==> src/rtl/pwm_peripheral.sv <==
// 16-pin PWM output stage fed by the SPI register file; one shared 8-bit PWM waveform.
// Optional macro PWM_SYNC_UPDATE_EN: duty is double-buffered and only reloaded at the period wrap.
`timescale 1ns/1ps
module pwm_peripheral #(
  parameter int CLK_DIV = 13,
  parameter int DIV_W   = 16
) (
  input  logic        clk,
  input  logic        rst_n,
  input  logic [7:0]  en_out_lo,
  input  logic [7:0]  en_out_hi,
  input  logic [7:0]  en_pwm_lo,
  input  logic [7:0]  en_pwm_hi,
  input  logic [7:0]  duty,
  output logic [15:0] out,
  output logic        period_start
);

  localparam logic [DIV_W-1:0] DIV_LAST = DIV_W'(CLK_DIV - 1);

  logic [DIV_W-1:0] prescaler;
  logic [7:0]       pwm_cnt;
  logic [7:0]       duty_eff;
  logic             tick;
  logic             wrap;
  logic             pwm_raw;
  logic [15:0]      en_out;
  logic [15:0]      en_pwm;
  logic [15:0]      out_next;

  assign en_out = {en_out_hi, en_out_lo};
  assign en_pwm = {en_pwm_hi, en_pwm_lo};
  assign tick   = (prescaler == DIV_LAST);
  assign wrap   = tick && (pwm_cnt == 8'hFF);

  always_ff @(posedge clk or negedge rst_n) begin
    if (!rst_n) begin
      prescaler <= '0;
      pwm_cnt   <= 8'd0;
    end else begin
      if (tick) begin
        prescaler <= '0;
        pwm_cnt   <= pwm_cnt + 8'd1;
      end else begin
        prescaler <= prescaler + DIV_W'(1);
      end
    end
  end

`ifdef PWM_SYNC_UPDATE_EN
  // Shadow reloads on the same edge the counter rolls over, so a period never sees two duty values.
  logic [7:0] duty_shadow;

  always_ff @(posedge clk or negedge rst_n) begin
    if (!rst_n) begin
      duty_shadow <= 8'd0;
    end else if (wrap) begin
      duty_shadow <= duty;
    end
  end

  assign duty_eff = duty_shadow;
`else
  assign duty_eff = duty;
`endif

  // Code 255 is forced to a solid high so full-scale has no one-step dip at the wrap.
  assign pwm_raw  = (duty_eff == 8'hFF) || (pwm_cnt < duty_eff);
  assign out_next = en_out & (~en_pwm | {16{pwm_raw}});

  always_ff @(posedge clk or negedge rst_n) begin
    if (!rst_n) begin
      out          <= 16'h0000;
      period_start <= 1'b0;
    end else begin
      out          <= out_next;
      period_start <= wrap;
    end
  end

endmodule

==> config.mk <==
export PLATFORM = sky130hd
export DESIGN_NAME = pwm_peripheral
export DESIGN_NICKNAME = d
export VERILOG_FILES = /design/src/rtl/pwm_peripheral.sv
export SDC_FILE = /design/constraint.sdc
export NUM_CORES = 1
export LEC_CHECK = 0
export ABC_AREA = 1
export CAP_MARGIN = 25
export CORE_MARGIN = 8
export CORE_UTILIZATION = 52
export DETAILED_ROUTE_END_ITERATION = 10
export GPL_ROUTABILITY_DRIVEN = 0
export PLACE_DENSITY = 0.94
export SLEW_MARGIN = 20
export SYNTH_ARGS = -nofsm -noshare
export SYNTH_HDL_FRONTEND = slang
export SYNTH_SLANG_ARGS = --single-unit
==> constraint.sdc <==
create_clock -name clk -period 3.8 [get_ports clk]
set_clock_uncertainty 0.2 [all_clocks]
set_input_delay 0.76 -clock clk [delete_from_list [all_inputs] [get_ports clk]]
set_output_delay 0.76 -clock clk [all_outputs]
set_load 0.01 [all_outputs]
After elaboration in Yosys (flattened, before gate mapping)
Cells that the tools add are included.
Word-level totals
  register bits: 41
  bits in latches: 0
  RAM bits: 0
  bits in read-only memories: 0
  bits of input ports: 42
  output and inout port bits: 17
  logic and storage cells: 16
  memories kept: 0
Cells by class
  $add $sub $neg: 2
  multiply operators: 0
  divide/modulo/power cells: 0
  magnitude comparators: 1
  equality and inequality tests: 3
  shifts and indexed selects: 0
  mux-type cells: 1
  bitwise logic cells: 3
  reduce and logical (&&, ||, !) cells: 2
Operators by type and width (count)
  $add A16 B1 Y16 const B: 1
  $and A16 B16 Y16: 1
  $eq A16 B4 Y1 const B: 1
  $eq A8 B8 Y1 const B: 2
  $mux W16: 1
  $not A16 Y16: 1
  $or A16 B16 Y16: 1
  $add A8 B1 Y8 const B: 1
  $lt A8 B8 Y1: 1
  $logic_and A1 B1 Y1: 1
  $logic_or A1 B1 Y1: 1

Depth between registers and ports, before layout
Gate-level depths: netlist of the first run.
  depth in word-level cells: 4
  gate-level depth with buffers: 12
  gate-level depth less buffers: 11

Least setup slack after synthesis of the first run
Ideal clock, no wire load.
  path kind: input -> register
  start: input duty[5]
  end: register out[10]
  library setup time: 0.063 ns
  data arrival time: 1.861 ns
  required time: 3.537 ns
  setup slack: 1.676 ns
  cell stages on the path: 10
  path buffers: 1
  cell sequence: inv_1 ha_1 a21oi_1 nor2_1 nor3_1 nand2_2 buf_4 nand3_1 nand2_1 inv_1
Between the ends
  word-level cells in the longest chain between the ends: 4
  elaborated cells on any way between the ends: 5
RTL lines
  start, declared: line 14  | input logic [7:0] duty,
  $lt A8 B8 Y1 or $eq A8 B8 Y1 (tied branches): line 68  | assign pwm_raw = (duty_eff == 8'hFF) || (pwm_cnt < duty_eff);
  $logic_or A1 B1 Y1 *: line 68
  $or A16 B16 Y16 *: line 69  | assign out_next = en_out & (~en_pwm | {16{pwm_raw}});
  $and A16 B16 Y16 *: line 69
  via out_next[10]: line 29  | logic [15:0] out_next;
  end signal, assigned: line 76  | out <= out_next;
  end, declared: line 15  | output logic [15:0] out,
The timed path passes the listed nets; every way through them passes the cells marked *.
A chain may end at the register's enable or synchronous reset.

Worst setup path after layout of the first run
Ends and elaborated chain as after synthesis.

==> reports/results.md, run 1 <==
| Result | Value | Unit |
|:---|:---|:---|
| Outcome | finished clean | - |
| Setup repair after global routing missed its margin | no | - |
| Crit-path max cell delay | 0.45 | ns |
| Cell variety after synth | 27 | - |
| Number of buffers inserted for hold repair after clock tree synthesis | 0 | - |
| Fmax achieved | 410 | MHz |
| Setup slack of the critical path after layout | 1.36 | ns |
| Worst-margin pin slew | 0.865 | ns |
| Cell with the largest stage delay on the worst path | sky130_fd_sc_hd__clkdlybuf4s50_1 | - |
| Final Slew Violations | 0 | - |
| Period Utilization, post-route | 64.2 | % |
| Synth area leaders | sky130_fd_sc_hd__dfrtp_1 47%, sky130_fd_sc_hd__nand2_1 10%, sky130_fd_sc_hd__inv_1 9.0% | - |
| Count of nets after finishing | 383 | - |
| Max-Slew Margin vs Limit | 42.3 | % |
| VDD IR-drop max | 234 | uV |
| Detailed-route wire length per cell | 12.7 | um |
| CP Launch Point | duty[5] | - |
| Amount of wire on met3 after detailed routing | 446 | um |
| Cell area after synthesis | 2200 | um^2 |
| Combinational family with the most area after synthesis | simple AND/OR/NAND/NOR gates | - |
| Maximum fanout along the worst path | 16 | - |
| Die width | 81.1 | um |
| Number of antenna violations at the first check in global routing | 0 | - |
| Length of routed met2 wiring | 2430 | um |
| DRT iter0 DRCs | 87 | - |
| Sort of element at the end of the critical path | register | - |
| Remaining global-route overflow | 0 | - |
| Total I/O pin count | 59 | - |
| Maximum root-to-sink buffer count | 2 | - |
| Largest net degree at the start of global routing | 42 | - |
| CTS tree | built | - |
| Most used cells in the layout excluding fill and tap cells | 59 x sky130_fd_sc_hd__nand2_1, 57 x sky130_fd_sc_hd__clkdlybuf4s50_1, 53 x sky130_fd_sc_hd__inv_1 | - |
| Clock latency on the worst-skew pair | 0.29 | ns |
| Critical path class | in2reg | - |
| Dominant cell type by area after synthesis | sky130_fd_sc_hd__dfrtp_1 | - |
| Summed negative setup slack over all endpoints | 0 | ns |
| Via total after detailed routing | 1,873 | - |
| CORE AREA | 4030 | um^2 |
| Global Route Usage Sum | 17.2 | % |
| Hold wc startpoint | prescaler[6] | - |
| Sequential fraction of the synthesis area | 46.6 | % |
| Total of endpoints with negative setup slack in the final report | 0 | - |
| Post-detailed-placement half-perimeter wirelength | 3830 | um |
| Startpoint Class | input port | - |
| Inserted Diodes | 0 | - |
| Antenna-violating nets left | 0 | - |
| Leakage power of the design | 1.54 | nW |
| Effective utilization at floorplan | 54.6 | % |
| Worst path arrival time | 2.48 | ns |
| DRC violation count after routing | 0 | - |
| Master cell of the clock root buffer | sky130_fd_sc_hd__clkbuf_8 | - |
| M1 WL | 1920 | um |
| Clock-pin slew of the registers on the worst-case setup and hold paths | 0.08 | ns |
| Hold Fails Final Rpt | 0 | - |
| Wire length after detailed routing | 4860 | um |
| Layout-stage area growth over the synthesis result | 32.3 | % |
| Crit path required time | 3.84 | ns |
| Count of yosys warnings during synthesis | 0 | - |
| Setup fix buffers added after clock tree synthesis | 0 | - |
| Top Layer Used | met4 | - |
| Synthesized-area fraction occupied by ao, oa, aoi and oai cells | 2.62 | % |
| Buffers and inverters on the worst path | 3 | - |
| Power per unit of standard cell area | 281 | nW/um^2 |
| Count of H-tree levels built during CTS | 2 | - |
| Xor-xnor portion of the synthesized cell area | 5.17 | % |
| Most common cell after layout, fill and taps aside | sky130_fd_sc_hd__nand2_1 | - |
| TritonCTS buffer count | 5 | - |
| Reg2Reg Launch Point | pwm_cnt[5] | - |
| CP dominant cell by count | sky130_fd_sc_hd__inv_1 | - |
| Crit path cell chain | clkdlybuf4s50_1 > inv_1 > ha_1 > a21oi_1 > nor2_1 > nor3_1 > nand2_2 > nand3_1 > nand2_1 > inv_1 | - |
| Post-route cell area | 2910 | um^2 |
| Worst Hold Class | reg2reg | - |
| First-pass GRT wire length | 8870 | um |
| Mean post-synth cell area | 8.21 | um^2 |
| Number of vias per cell after detailed routing | 4.90 | - |
| Flop and latch count out of synthesis | 41 | - |
| Detailed-routing iteration count for the pre-antenna-repair pass | 5 | - |
| Vert. Die Dim | 81.1 | um |
| Number of cells upsized or downsized after cts | 0 | - |
| Net count of the mapped netlist | 320 | - |
| Area share of and/or/nand/nor cells after synthesis | 29.3 | % |
| Fraction of final layout cells sized beyond drive strength 1 | 9.34 | % |
| Number of buffers added on ports | 58 | - |
| Number of instances in the synthesized netlist | 268 | - |
| Minimum setup slack after placement | 1.04 | ns |
| Adder-Cell Fraction of Synth Area | 5.69 | % |
| Vias in the first global route | 2,068 | - |
| Delay-heaviest family, CP | simple AND/OR/NAND/NOR gates | - |
| Area after DPL | 2830 | um^2 |
| Max Cap Viol | 0 | - |
| Multiplexer share of the synthesized area | 0 | % |
| Standard-cell row count | 23 | - |
| Share of the synthesized area in the top cell type | 46.6 | % |
| Overall die area | 6570 | um^2 |
| Post-layout total power | 0.817 | mW |
| Shortest period the worst path allows | 2.44 | ns |
| Number of sinks on the clock net | 41 | - |
## per-stage QoR
| stage | hold WS (ns) | cells | util [%] |
|---|---|---|---|
| after floorplan | 0.264 | 268 | - |
| after global placement | 0.291 | 374 | 70.2 |
| after detailed placement | 0.300 | 374 | 70.2 |
| after CTS | 0.324 | 382 | 72.3 |
| after global routing | 0.348 | 382 | 72.3 |
| final | 0.320 | 382 | 72.3 |
## report_power, final
group          leakage (nW)  internal (mW)  total, mW  switching [mW]
logic                 0.984         0.0576     0.0920          0.0345
registers             0.516          0.445      0.447         0.00233
clock network        0.0439          0.127      0.278           0.152
total                  1.54          0.629      0.817           0.188
## cells by family after synthesis
logic type                 after synthesis
and+or+nand+nor                        133
DFF                                     41
buffers and inverters                   61
xor gates and xnor gates                13
adders and majority gates               10
AOI/OAI and AO/OA                       10
## routing by layer
metal	up-vias	global-route usage [%]
met5	-	0
li1	941	-
met2	60	28.9
met3	8	8.94
met1	864	18.1
met4	0	6.25
## worst reg2reg max path, delay by kind of cell (launching register included)
| family | cells | cell delay [ns] |
|---|---|---|
| simple gates | 5 | 0.69 |
| fa+ha+maj | 1 | 0.32 |
| buf+inv | 1 | 0.07 |
| flops | 1 | 0.45 |
| compound gates | 1 | 0.15 |
## cells in the mapped netlist (all sizes together)
master,n
nand4,6
xor2,12
inv,59
ha,10
nor3,8
nor4,1
nand3,26
nor2,24
buf,2
nand2,66
o21ai,7
xnor2,1
and3,1
nor3b,1
a21oi,3
dfrtp,41
## worst paths after layout
check | end | slack [ns] | cells past startpoint
hold reg to reg | prescaler[6] | 0.32 | 2
hold / removal | prescaler[6] | 0.32 | 2
max in group asynchronous | pwm_cnt[5] | 2.48 | 1
min in group asynchronous | pwm_cnt[2] | 0.37 | 1
setup reg to reg | out[10] | 1.87 | 8
setup / recovery | out[10] | 1.36 | 10
## registers in the layout (all words and copies together) (netlist names)
register,flops
prescaler,16
pwm_cnt,8
out,16
period_start,1
## final cells by class
class                           count  area (um^2)
Clock buffer                        5         68.8
Clock inverter                      3         17.5
Fill cell                         289         1120
Inverter                           59          221
Multi-Input combinational cell    166          941
Sequential cell                    41         1030
Tap cell                           50         62.6
Timing Repair Buffer               58          576
Power figures use the tool's default switching activity.
==> run 2: changes to the inputs <==
CORE_UTILIZATION = 44   (was 52)
PLACE_DENSITY = 0.86   (was 0.94)
clock period = 2 ns   (was 3.8 ns; I/O delays follow)
==> reports/results.md, run 2 (same netlist as run 1, synthesis figures left out) <==
| Result | Value | Unit |
|:---|:---|:---|
| CTS tree | built | - |
| Number of buffers added on ports | 58 | - |
| DRT iter0 DRCs | 96 | - |
| Post-layout total power | 1.74 | mW |
| Fmax achieved | 501 | MHz |
| Number of antenna violations at the first check in global routing | 0 | - |
| Critical path class | in2reg | - |
| Antenna-violating nets left | 0 | - |
| Post-detailed-placement half-perimeter wirelength | 3940 | um |
| Comb pwr share | 11.4 | % |
| First-pass GRT wire length | 8500 | um |
| Shortest period the worst path allows | 2.00 | ns |
| Hold Fails Final Rpt | 0 | - |
| Clock latency on the worst-skew pair | 0.29 | ns |
| Power per unit of standard cell area | 544 | nW/um^2 |
| Remaining global-route overflow | 0 | - |
| Fraction of final layout cells sized beyond drive strength 1 | 19.0 | % |
| Leakage power of the design | 1.66 | nW |
| Standard-cell row count | 25 | - |
| Internal Power | 1.37 | mW |
| M1 WL | 2170 | um |
| Minimum setup slack after placement | -0.313 | ns |
| Outcome | finished clean | - |
| Delay-heaviest family, CP | buffers and inverters | - |
| Number of vias per cell after detailed routing | 4.78 | - |
| Top Layer Used | met4 | - |
| Worst-margin pin slew | 0.385 | ns |
| Worst R2R End | out[9] | - |
| Period Utilization, post-route | 99.8 | % |
| Amount of wire on met3 after detailed routing | 509 | um |
| Summed negative setup slack over all endpoints | 0 | ns |
| Maximum root-to-sink buffer count | 2 | - |
| Number of sinks on the clock net | 41 | - |
| Effective utilization at floorplan | 46.0 | % |
| Switching power as a share of total power | 21.3 | % |
| Cell count after placement | 398 | - |
| Most common cell after layout, fill and taps aside | sky130_fd_sc_hd__nand2_1 | - |
| Biggest regs | out: 16 flops, prescaler: 16 flops, pwm_cnt: 8 flops | - |
| Wire length after detailed routing | 5570 | um |
| Global Route Usage Sum | 14.0 | % |
| Crit-path max cell delay | 0.45 | ns |
| Final Slew Violations | 0 | - |
| Cell with the largest stage delay on the worst path | sky130_fd_sc_hd__clkdlybuf4s50_1 | - |
| VDD IR-drop max | 400 | uV |
| Die width | 86.7 | um |
| Vert. Die Dim | 86.7 | um |
| Clock-pin slew of the registers on the worst-case setup and hold paths | 0.08 | ns |
| CORE AREA | 4790 | um^2 |
| Count of H-tree levels built during CTS | 2 | - |
| TritonCTS buffer count | 5 | - |
| Final cell utilization of the core | 67.0 | % |
| Count of nets after finishing | 393 | - |
| Total of endpoints with negative setup slack in the final report | 0 | - |
| Worst path arrival time | 2.03 | ns |
| Most used cells in the layout excluding fill and tap cells | 56 x sky130_fd_sc_hd__nand2_1, 54 x sky130_fd_sc_hd__clkdlybuf4s50_1, 50 x sky130_fd_sc_hd__inv_1 | - |
| Endpoint of the most critical setup path | out[9] | - |
| Length of routed met2 wiring | 2750 | um |
| Detailed-route wire length per cell | 13.6 | um |
| Detailed-routing iteration count for the pre-antenna-repair pass | 6 | - |
| Layout-stage area growth over the synthesis result | 45.7 | % |
| Maximum fanout along the worst path | 8 | - |
| Reg2Reg Launch Point | pwm_cnt[5] | - |
| Max-Slew Margin vs Limit | 74.3 | % |
| Reported net switching power | 0.372 | mW |
| Sort of element at the end of the critical path | register | - |
| Max Cap Viol | 0 | - |
| Number of cells in the finished layout apart from fillers | 409 | - |
| Via total after detailed routing | 1,957 | - |
| Crit path required time | 2.04 | ns |
| Buffers and inverters on the worst path | 4 | - |
| Worst reg2reg setup slack | 0.10 | ns |
| Clk network pwr share | 39.9 | % |
| Inserted Diodes | 0 | - |
| Vias in the first global route | 1,896 | - |
| CP Launch Point | duty[7] | - |
| Length in cells of the worst reg-to-reg path | 9 | - |
| Sequential share of power | 48.7 | % |
| Total I/O pin count | 59 | - |
| Number of stages on the worst setup path | 11 | - |
| Overall die area | 7520 | um^2 |
| CP dominant cell by count | sky130_fd_sc_hd__inv_1 | - |
| Startpoint Class | input port | - |
| Crit path cell chain | clkdlybuf4s50_1 > inv_1 > ha_4 > nand2_2 > nor2_2 > nor3_4 > buf_6 > nand2_8 > nand3_1 > nand2_1 > inv_1 | - |
| Master cell of the clock root buffer | sky130_fd_sc_hd__clkbuf_8 | - |
| DRC violation count after routing | 0 | - |
| Largest net degree at the start of global routing | 19 | - |
| Setup slack of the critical path after layout | 0.00389 | ns |
| Worst Hold Class | reg2reg | - |
## run 2: per-stage QoR
step / hold slack, ns / cell area, um^2
after floorplan: -0.0956 / 2200
after global placement: 0.139 / 2900
after detailed placement: 0.147 / 2900
after CTS: 0.312 / 3030
after global routing: 0.340 / 3210
final: 0.306 / 3210
## run 2: final cells by class
| class | count | area [um^2] |
|---|---|---|
| fill | 344 | 1580 |
| multi-input combinational | 167 | 1100 |
| sequential | 41 | 1030 |
| timing repair buffer | 67 | 657 |
| inverter | 59 | 221 |
| clock buffer | 7 | 86.3 |
| tap | 67 | 83.8 |
| clock inverter | 1 | 30.0 |
## run 2: worst min path at each step
stage                      start      endpoint  slack [ns]  cells after the start
floorplan                  rst_n        out[0]        -0.1                      0
global placement           rst_n    pwm_cnt[2]        0.14                      1
detailed placement         rst_n    pwm_cnt[2]        0.15                      1
CTS                 prescaler[0]  prescaler[0]        0.31                      1
global route        prescaler[0]  prescaler[0]        0.34                      1
finish              prescaler[0]  prescaler[0]        0.31                      1
## run 2: per-layer routing
metal  GRT usage (%)  vias up
li1                -      966
met1            16.6      915
met2            21.8       68
met3            6.90        8
met4            4.23        0
met5               0        -
## run 2: repair_timing
item                                   4_1_cts  5_1_grt
endpoints found under the hold margin       16        0
resized for setup                            0       37
pin swaps                                    1        7
cloned                                       0        1
setup endpoints to repair                    5       16
buffers inserted                             0        1
hold buffers                                 1        0
## run 2: worst register-to-register path, delay by kind of cell (launching register included)
family / cells / cell delay, ns
AO/OA/AOI/OAI: 1 / 0.13
adder cells (fa/ha/maj): 1 / 0.24
buffers and inverters: 2 / 0.23
flip-flops: 1 / 0.47
AND/OR/NAND/NOR: 5 / 0.59
## run 2: power by group through the flow
stage	logic (mW)	clock network [mW]	registers, mW
finish	0.200	0.695	0.849
global route	0.218	0.731	0.851
CTS	0.188	0.699	0.849
detailed placement	0.186	0	0.866
global placement	0.182	0	0.866
floorplan	0.0286	0	0.876
==> run 3: changes to the inputs <==
--- a/constraint.sdc
+++ b/constraint.sdc
@@ -4,2 +4,2 @@
 set_output_delay 0.4 -clock clk [all_outputs]
-set_load 0.01 [all_outputs]
+set_load 0.1 [all_outputs]
==> reports/results.md, run 3 (same netlist as run 1, synthesis figures left out) <==
| Result | Value | Unit |
|:---|:---|:---|
| Length of routed met2 wiring | 3150 | um |
| Post-detailed-placement half-perimeter wirelength | 4250 | um |
| Standard-cell row count | 25 | - |
| Count of nets after finishing | 393 | - |
| Clock-pin slew of the registers on the worst-case setup and hold paths | 0.09 | ns |
| Number of vias per cell after detailed routing | 4.92 | - |
| Most common cell after layout, fill and taps aside | sky130_fd_sc_hd__nand2_1 | - |
| Remaining global-route overflow | 0 | - |
| Worst-margin pin slew | 0.512 | ns |
| Total of endpoints with negative setup slack in the final report | 0 | - |
| Wire length after detailed routing | 6010 | um |
| Hold wc startpoint | prescaler[0] | - |
| Final cell utilization of the core | 69.1 | % |
| Maximum fanout along the worst path | 8 | - |
| Worst reg2reg setup slack | 0.15 | ns |
| DRC violation count after routing | 0 | - |
| Cell count after placement | 397 | - |
| Vias in the first global route | 2,143 | - |
| Die width | 86.7 | um |
| Via total after detailed routing | 2,014 | - |
| Number of buffers added on ports | 58 | - |
| Most used cells in the layout excluding fill and tap cells | 57 x sky130_fd_sc_hd__nand2_1, 53 x sky130_fd_sc_hd__inv_1, 41 x sky130_fd_sc_hd__dfrtp_1 | - |
| Biggest regs | out: 16 flops, prescaler: 16 flops, pwm_cnt: 8 flops | - |
| Startpoint Class | input port | - |
| TritonCTS buffer count | 5 | - |
| Number of sinks on the clock net | 41 | - |
| Critical path class | in2reg | - |
| Number of cells in the finished layout apart from fillers | 409 | - |
| Worst Hold Class | reg2reg | - |
| Max Cap Viol | 0 | - |
| Maximum root-to-sink buffer count | 2 | - |
| Worst R2R End | out[3] | - |
| CORE AREA | 4790 | um^2 |
| CP dominant cell by count | sky130_fd_sc_hd__inv_1 | - |
| Leakage power of the design | 1.71 | nW |
| Crit path cell chain | clkdlybuf4s50_1 > inv_1 > ha_1 > a21oi_2 > nor2_2 > nor3_2 > buf_4 > nand2_4 > nand3_1 > nand2_1 > inv_1 | - |
| Shortest period the worst path allows | 1.97 | ns |
| Detailed-routing iteration count for the pre-antenna-repair pass | 4 | - |
| Count of H-tree levels built during CTS | 2 | - |
| Top Layer Used | met4 | - |
| Sort of element at the end of the critical path | register | - |
| Worst path arrival time | 2.01 | ns |
| Length in cells of the worst reg-to-reg path | 9 | - |
| Layout-stage area growth over the synthesis result | 50.3 | % |
| Global Route Usage Sum | 16.1 | % |
| Outcome | finished clean | - |
| Period Utilization, post-route | 98.7 | % |
| Number of antenna violations at the first check in global routing | 0 | - |
| Antenna-violating nets left | 0 | - |
| Crit-path max cell delay | 0.48 | ns |
| Detailed-route wire length per cell | 14.7 | um |
| Count of cells along the worst hold path | 1 | - |
| Clock latency on the worst-skew pair | 0.30 | ns |
| CTS tree | built | - |
| End of the worst hold path | prescaler[0] | - |
| Crit path required time | 2.04 | ns |
| First-pass GRT wire length | 9630 | um |
| Largest net degree at the start of global routing | 24 | - |
| DRT iter0 DRCs | 83 | - |
| Vert. Die Dim | 86.7 | um |
| M1 WL | 2270 | um |
| Amount of wire on met3 after detailed routing | 454 | um |
| Reg2Reg Launch Point | pwm_cnt[5] | - |
| Worst hold slack | 0.326 | ns |
| Total I/O pin count | 59 | - |
| Cell with the largest stage delay on the worst path | sky130_fd_sc_hd__clkdlybuf4s50_1 | - |
| Effective utilization at floorplan | 46.0 | % |
| Master cell of the clock root buffer | sky130_fd_sc_hd__clkbuf_8 | - |
| Max-Slew Margin vs Limit | 65.9 | % |
| Fraction of final layout cells sized beyond drive strength 1 | 20.8 | % |
| Final Slew Violations | 0 | - |
| Hold Fails Final Rpt | 0 | - |
| Power per unit of standard cell area | 577 | nW/um^2 |
| Fmax achieved | 507 | MHz |
| Inserted Diodes | 0 | - |
| VDD IR-drop max | 358 | uV |
| Overall die area | 7520 | um^2 |
## run 3: worst max-delay path, delay by kind of cell
| kind | cells | cell delay, ns |
|---|---|---|
| AND/OR/NAND/NOR | 5 | 0.45 |
| adder cells (fa/ha/maj) | 1 | 0.23 |
| AO/OA/AOI/OAI | 1 | 0.15 |
| buffers and inverters | 4 | 0.79 |
## run 3: area by class of cell
type                       count  area (um^2)
clock buffer                   5         68.8
inverter                      59          221
fill                         334         1480
tap                           67         83.8
sequential                    41         1030
multi-input combinational    167         1040
clock inverter                 3         46.3
timing repair buffer          67          816
## run 3: through the flow
stage | setup slack, ns | cell area (um^2) | power (mW) | TNS (ns)
6_report | 0.0266 | 3310 | 1.91 | 0
5_1_grt | -0.0514 | 3310 | 1.97 | -0.191
4_1_cts | 0.00457 | 3240 | 1.90 | 0
3_5_place_dp | -0.389 | 3060 | 1.22 | -5.62
3_3_place_gp | -0.259 | 3060 | 1.21 | -4.03
2_1_floorplan | 0.236 | 2200 | 1.02 | 0
## run 3: how the worst max path moves through the flow
stage,from,endpoint,slack (ns),cells after the start
final,duty[4],out[3],0.03,11
after global routing,duty[6],out[3],-0.05,11
after CTS,duty[3],out[4],0.005,12
after detailed placement,duty[5],out[7],-0.39,10
after global placement,duty[5],out[5],-0.26,10
after floorplan,duty[5],out[10],0.24,10
## run 3: power by group
group	leakage (nW)	switching, mW	total [mW]	internal [mW]
Clock	0.0543	0.320	0.694	0.374
Combinational	1.14	0.197	0.354	0.157
Sequential	0.516	0.0146	0.860	0.845
## run 3: timing repair
action	in CTS	in global routing
cloned	1	0
pin swaps	3	5
setup endpoints to repair	16	16
resized for setup	8	11
hold buffers	1	0
buffers inserted	1	1
hold endpoints to repair	21	0
## run 3: routing by layer
metal | track usage (%) | up-vias
li1 | - | 963
met1 | 17.8 | 967
met2 | 26.9 | 71
met3 | 6.99 | 13
met4 | 5.01 | 0
met5 | 0 | -
